### src/rtl/multicycle_control_32.sv
// multicycle_control_32
// Multi-cycle MIPS main control FSM. Walks FETCH/DECODE/EXECUTE/MEMORY/
// WRITEBACK for r_type, lw, sw, beq, addi and j and drives the datapath
// strobes for the shared-memory multi-cycle datapath.
// Memory-access states (FETCH, MEM_READ, MEM_WRITE) are each held for
// MEM_LATENCY cycles using an internal wait counter.
// Optional build macro: CTRL_BNE_EN adds bne (opcode 000101) and the
// branch_ne output that tells the datapath to qualify the branch with ~zero.
module multicycle_control_32 #(
  parameter int MEM_LATENCY = 1,
  parameter int CNT_W       = 4,
  parameter int ALU_OP_W    = 2
) (
  input  logic                clk,
  input  logic                reset,
  input  logic                start,
  input  logic [5:0]          opcode,
  output logic                busy,
  output logic                finish,
  output logic                err_illegal_opcode,
`ifdef CTRL_BNE_EN
  output logic                branch_ne,
`endif
  output logic                pc_write,
  output logic                pc_write_cond,
  output logic [1:0]          pc_source,
  output logic                i_or_d,
  output logic                mem_read,
  output logic                mem_write,
  output logic                ir_write,
  output logic                mem_toreg,
  output logic                reg_dst,
  output logic                reg_write,
  output logic                alu_src_a,
  output logic [1:0]          alu_src_b,
  output logic [ALU_OP_W-1:0] alu_op
);

  localparam logic [5:0] OP_RTYPE = 6'b000000;
  localparam logic [5:0] OP_LW    = 6'b100011;
  localparam logic [5:0] OP_SW    = 6'b101011;
  localparam logic [5:0] OP_BEQ   = 6'b000100;
  localparam logic [5:0] OP_ADDI  = 6'b001000;
  localparam logic [5:0] OP_J     = 6'b000010;
`ifdef CTRL_BNE_EN
  localparam logic [5:0] OP_BNE   = 6'b000101;
`endif

  localparam logic [ALU_OP_W-1:0] ALU_ADD   = '0;
  localparam logic [ALU_OP_W-1:0] ALU_SUB   = ALU_OP_W'(1);
  localparam logic [ALU_OP_W-1:0] ALU_FUNCT = ALU_OP_W'(2);

  // Last counter value of a memory-access state; the state exits here.
  localparam logic [CNT_W-1:0] CNT_LAST = CNT_W'(MEM_LATENCY - 1);

  typedef enum logic [3:0] {
    IDLE,
    FETCH,
    DECODE,
    MEM_ADDR,
    MEM_READ,
    MEM_WB,
    MEM_WRITE,
    EXEC_R,
    R_WB,
    EXEC_I,
    I_WB,
    BRANCH,
    JUMP
  } state_t;

  state_t           state;
  logic [CNT_W-1:0] cnt;
  logic [5:0]       op_q;
  logic             err_q;
  logic             cnt_last;

  // Opcodes the sequencer knows how to execute.
  function automatic logic is_legal(input logic [5:0] op);
    logic ok;
    ok = 1'b0;
    case (op)
      OP_RTYPE, OP_LW, OP_SW, OP_BEQ, OP_ADDI, OP_J: ok = 1'b1;
`ifdef CTRL_BNE_EN
      OP_BNE: ok = 1'b1;
`endif
      default: ok = 1'b0;
    endcase
    return ok;
  endfunction

  assign cnt_last = (cnt == CNT_LAST);

  // State register, memory-wait counter, latched opcode and sticky error flag.
  always_ff @(posedge clk) begin
    if (reset) begin
      state <= IDLE;
      cnt   <= '0;
      op_q  <= '0;
      err_q <= 1'b0;
    end else begin
      case (state)
        IDLE: begin
          cnt <= '0;
          if (start) begin
            state <= FETCH;
            err_q <= 1'b0;
          end
        end
        FETCH: begin
          if (cnt_last) begin
            state <= DECODE;
            cnt   <= '0;
          end else begin
            cnt <= cnt + CNT_W'(1);
          end
        end
        DECODE: begin
          // Later states sequence from this copy, not the live opcode.
          op_q <= opcode;
          cnt  <= '0;
          case (opcode)
            OP_LW, OP_SW: state <= MEM_ADDR;
            OP_RTYPE:     state <= EXEC_R;
            OP_ADDI:      state <= EXEC_I;
            OP_BEQ:       state <= BRANCH;
`ifdef CTRL_BNE_EN
            OP_BNE:       state <= BRANCH;
`endif
            OP_J:         state <= JUMP;
            default: begin
              state <= IDLE;
              err_q <= 1'b1;
            end
          endcase
        end
        MEM_ADDR: begin
          cnt   <= '0;
          state <= (op_q == OP_SW) ? MEM_WRITE : MEM_READ;
        end
        MEM_READ: begin
          if (cnt_last) begin
            state <= MEM_WB;
            cnt   <= '0;
          end else begin
            cnt <= cnt + CNT_W'(1);
          end
        end
        MEM_WRITE: begin
          if (cnt_last) begin
            state <= IDLE;
            cnt   <= '0;
          end else begin
            cnt <= cnt + CNT_W'(1);
          end
        end
        EXEC_R: begin
          cnt   <= '0;
          state <= R_WB;
        end
        EXEC_I: begin
          cnt   <= '0;
          state <= I_WB;
        end
        MEM_WB, R_WB, I_WB, BRANCH, JUMP: begin
          cnt   <= '0;
          state <= IDLE;
        end
        default: begin
          cnt   <= '0;
          state <= IDLE;
        end
      endcase
    end
  end

  assign err_illegal_opcode = err_q;

  // Moore decode of datapath strobes from the current state.
  always_comb begin
    busy          = (state != IDLE);
    finish        = 1'b0;
    pc_write      = 1'b0;
    pc_write_cond = 1'b0;
    pc_source     = 2'b00;
    i_or_d        = 1'b0;
    mem_read      = 1'b0;
    mem_write     = 1'b0;
    ir_write      = 1'b0;
    mem_toreg     = 1'b0;
    reg_dst       = 1'b0;
    reg_write     = 1'b0;
    alu_src_a     = 1'b0;
    alu_src_b     = 2'b00;
    alu_op        = ALU_ADD;
    case (state)
      FETCH: begin
        mem_read  = 1'b1;
        alu_src_b = 2'b01;
        ir_write  = cnt_last;
        pc_write  = cnt_last;
      end
      DECODE: begin
        alu_src_b = 2'b11;
        finish    = ~is_legal(opcode);
      end
      MEM_ADDR: begin
        alu_src_a = 1'b1;
        alu_src_b = 2'b10;
      end
      MEM_READ: begin
        mem_read = 1'b1;
        i_or_d   = 1'b1;
      end
      MEM_WB: begin
        reg_write = 1'b1;
        mem_toreg = 1'b1;
        finish    = 1'b1;
      end
      MEM_WRITE: begin
        mem_write = 1'b1;
        i_or_d    = 1'b1;
        finish    = cnt_last;
      end
      EXEC_R: begin
        alu_src_a = 1'b1;
        alu_op    = ALU_FUNCT;
      end
      R_WB: begin
        reg_write = 1'b1;
        reg_dst   = 1'b1;
        finish    = 1'b1;
      end
      EXEC_I: begin
        alu_src_a = 1'b1;
        alu_src_b = 2'b10;
      end
      I_WB: begin
        reg_write = 1'b1;
        finish    = 1'b1;
      end
      BRANCH: begin
        alu_src_a     = 1'b1;
        alu_op        = ALU_SUB;
        pc_write_cond = 1'b1;
        pc_source     = 2'b01;
        finish        = 1'b1;
      end
      JUMP: begin
        pc_write  = 1'b1;
        pc_source = 2'b10;
        finish    = 1'b1;
      end
      default: ;
    endcase
  end

`ifdef CTRL_BNE_EN
  // Branch sense flag; only meaningful while BRANCH is active.
  always_comb begin
    branch_ne = (state == BRANCH) && (op_q == OP_BNE);
  end
`endif

endmodule

### config.mk
export PLATFORM = sky130hd
export DESIGN_NAME = multicycle_control_32
export DESIGN_NICKNAME = d
export VERILOG_FILES = /design/src/rtl/multicycle_control_32.sv
export SDC_FILE = /design/constraint.sdc
export NUM_CORES = 1
export LEC_CHECK = 0
export CORE_ASPECT_RATIO = 1.25
export CORE_MARGIN = 2
export CORE_UTILIZATION = 47
export CTS_CLUSTER_SIZE = 28
export DETAILED_ROUTE_END_ITERATION = 7
export PLACE_DENSITY = 0.87
export SYNTH_ARGS = -nofsm -noshare
export SYNTH_HDL_FRONTEND = slang
export SYNTH_SLANG_ARGS = --single-unit
### constraint.sdc
create_clock -name clk -period 2.2 [get_ports clk]
set_input_delay 0.44 -clock clk [delete_from_list [all_inputs] [get_ports clk]]
set_output_delay 0.44 -clock clk [all_outputs]
set_load 0.1 [all_outputs]
==> summary.txt, run 1 <==
Placed design
  • HPWL after DPL: ~2300 µm
  • IO buf count: 27
  • Final RePlAce weighted congestion: between 0.8 and 0.9
  • Placed Cells: between 150 and 200

Global route
  • First-pass GRT wire length: about 5700 µm
  • Largest net degree at the start of global routing: 20
  • Initial antenna violation count: 0
  • Grt total ovfl: 0
  • GRT Overall Usage: 29.6%
  • Number of global-route vias before repair: 1308

Status
  • Status: finished with violations
  • Failing checks: negative setup slack

Worst setup path
  • R2R depth: 11
  • R2r startpoint: state[3]$_SDFFE_PP0P_
  • Crit path DAT: 1.84 ns
  • R2R Path End: err_illegal_opcode$_SDFFE_PP0P_
  • Kind of critical path: flop to primary output
  • Crit path launch type: flop
  • Worst Path Required: 1.76 ns
  • Worst R2R Setup Slack: around 0.07 ns
  • Crit-path max FO: 2
  • Element type at the critical path end: primary output

Yosys
  • Area contributors post-synth: dfxtp_1 (29%), nand2_1 (7.3%), nor2_1 (7.3%)
  • Netlist cell types: 40
  • Mapped Nets: roughly 150
  • Post-synthesis cell area: 1020 µm²
  • Synth top area share: roughly 29%
  • Mean Syn Cell Area: 7.27 µm²
  • Synth Register Bits: 15
  • Sequential fraction of the synthesis area: between 20 and 30%
  • Syn Inst Count: 141
  • Yosys warnings: 0
  • Synth area leader: dfxtp_1

CTS
  • CTS tree: yes
  • Htree depth: 1
  • CTS clk-pin slew, worst paths: roughly 0.10 ns
  • CTS Buffer Depth: 2
  • Total CTS buffers: 3
  • Clock Sinks: 15
  • CTS Hold Bufs: 0
  • Clock Latency Late Sink: 0.28 ns
  • CTS Root Cell: clkbuf_4

Timing
  • Max Transition Viols Final: 0
  • Fin. Hold Viols: 0
  • RSZ-0062 raised after global routing: yes
  • Relative slew slack: approximately 62%
  • Final-report setup violation count: 1
  • Fin worst setup slack: -0.0771 ns
  • Actual slew at the worst max-slew pin: 0.574 ns
  • Share of the clock period used by the worst path: 104%
  • F_max: roughly 440 MHz
  • Worst-case clock skew: between 0.007 and 0.008 ns
  • Tmin final: 2.28 ns

Pwr
  • Sequential fraction of design power: 34.2%
  • VDD IR max: 599 µV
  • Sw Ratio: 42.0%
  • P_sw: 369 µW
  • PD cells: 495 nW/µm²
  • Comb pwr share: 47.6%
  • Design Power: slightly below 900 µW
  • Static leakage: 0.000684 µW
  • Clock network fraction of total power: 18.2%
  • Cell Int Power: about 500 µW

Die
  • Full die area: 2570 µm²
  • # rows: 18
  • Horiz. Die Dim: around 46 µm
  • Die span in y: roughly 56 µm
  • Core area: 2030 µm²
  • Top Ports: 28
  • Initial core utilization: about half

Finish
  • Synth-to-layout area growth: 73.0%
  • Fin cells: 203
  • Number of fill cells: 89
  • Layout cells sized above 1: 44.3%
  • Most common cell after layout, fill and taps aside: buf_4
  • Diodes inserted: 0
  • Layout net count: 195
  • Commonest non-fill, non-tap cells in the layout: buf_4 (23), nand2_1 (19), buf_12 (17)

Drt
  • Routed Antenna Nets: 0
  • # DRC: 0
  • Final wirelength: ~3600 µm
  • DRC violation total after the first TritonRoute iteration: between 50 and 60
  • Vias per cell: 6.30
  • Drt wl/cell: 17.7 µm
  • First drt pass iteration count: 4
  • Via count: about 1300

Worst hold path
  • Hold endpoint: err_illegal_opcode$_SDFFE_PP0P_
  • Min-Delay Path Depth: 2
  • Min-delay src: err_illegal_opcode$_SDFFE_PP0P_
  • HP Class: flop to flop

Flow run
  • Max_cap viols: 0
==> layout make-up <==
class                      instances  area [µm²]  area share (%)
multi-input combinational        109         759            42.8
timing repair buffer              51         639            36.1
sequential                        15         307            17.3
tap                               20        25.0            1.41
clock buffer                       3        22.5            1.27
inverter                           4        15.0           0.847
clock inverter                     1        5.00           0.282
==> power by group through the flow <==
stage | sequential, µW | combinational [µW] | clock (µW)
floorplan | 295 | 248 | 0
global placement | 303 | 374 | 0
detailed placement | 304 | 383 | 0
CTS | 298 | 394 | 160
global route | 302 | 433 | 174
finish | 300 | 417 | 160
==> critical path, cell delays in order (launching register included) <==
cell and delay [ns]:
dfxtp_2 0.34, inv_2 0.06, ha_4 0.12, nor3b_4 0.20, nand2_2 0.09, o21ai_2 0.12, nand2_1 0.08, o211ai_1 0.28
clkbuf_16 0.26
==> worst max-delay path by stage <==
stage                            from  endpoint  slack [ns]  cells after the start
floorplan           cnt[1]$_SDFF_PP0_    finish       -0.74                      7
global placement            opcode[4]    finish       -0.22                      5
detailed placement          opcode[4]    finish       -0.26                      5
CTS                 cnt[0]$_SDFF_PP0_    finish       -0.05                      8
global route        cnt[0]$_SDFF_PP0_    finish       -0.16                      8
finish              cnt[0]$_SDFF_PP0_    finish       -0.08                      8
==> stage by stage <==
step                area [µm²]  setup slack, ns  hold WS (ns)  TNS [ns]  utilization (%)
finish                    1770          -0.0771         0.468   -0.0771             87.5
floorplan                 1120           -0.743         0.419     -2.05                -
global route              1770           -0.158         0.488    -0.180             87.5
global placement          1610           -0.223         0.426    -0.223             79.5
detailed placement        1610           -0.262         0.431    -0.262             79.5
CTS                       1720          -0.0489         0.449   -0.0489             84.6
==> flip-flops by register name (all words and copies together) (netlist names) <==
register and count:
cnt 4, op_q 6, state 4, err_illegal_opcode 1
==> routing by layer <==
metal	GRT usage [%]	vias up	wire, µm
met5	0	-	0
met4	18.4	0	214
met3	7.14	28	231
met2	50.3	83	1960
met1	30.9	595	1190
li1	-	572	-
==> logic make-up after synthesis <==
family / count (synthesis) / synth area share [%]
buffers and inverters: 17 / 8.79
DFF: 15 / 29.3
adders and majority gates: 2 / 2.44
AOI/OAI and AO/OA: 29 / 17.8
muxes: 1 / 0.977
xor gates and xnor gates: 5 / 4.27
and+or+nand+nor: 72 / 36.4
==> cells in the mapped netlist <==
| cell type | count |
|---|---|
| nor4_1 | 1 |
| o211ai_1 | 2 |
| mux2i_1 | 1 |
| nand4_1 | 1 |
| o21ai_0 | 5 |
| buf_2 | 3 |
| clkbuf_1 | 6 |
| and4b_1 | 1 |
| nor4bb_1 | 1 |
| a21oi_1 | 12 |
| dfxtp_1 | 15 |
| xnor2_1 | 3 |
| nand3b_1 | 2 |
| nand3_1 | 2 |
| buf_4 | 2 |
| nand2b_4 | 1 |
| nor3_1 | 6 |
| o41ai_1 | 1 |
| buf_6 | 2 |
| nand2_1 | 20 |
| a31oi_1 | 1 |
| ha_1 | 2 |
| inv_1 | 4 |
| o2111ai_1 | 1 |
| o311ai_0 | 2 |
| or4_1 | 1 |
| or3_1 | 1 |
| xor2_1 | 2 |
| and3_1 | 1 |
| nor3b_1 | 2 |
| a31o_2 | 1 |
| o21bai_1 | 1 |
| nor2b_1 | 2 |
| a21o_1 | 1 |
| nand2b_1 | 5 |
| a2111oi_0 | 1 |
| a2bb2oi_1 | 1 |
| nor2_1 | 20 |
| or2_2 | 2 |
| nor3_2 | 3 |
==> timing repair <==
item / CTS / global route
endpoints found under the hold margin: 0 / 0
setup buffers: 9 / 1
gates resized for setup: 10 / 14
setup endpoints to repair: 3 / 3
pin swaps: 7 / 4
No activity file was read; power rests on OpenSTA's default activity.
==> inputs of run 2 (changes only) <==
CAP_MARGIN = 25   (was not set)
==> results of run 2 <==
The final DEF is identical to that of run 1; final timing and power are the same.
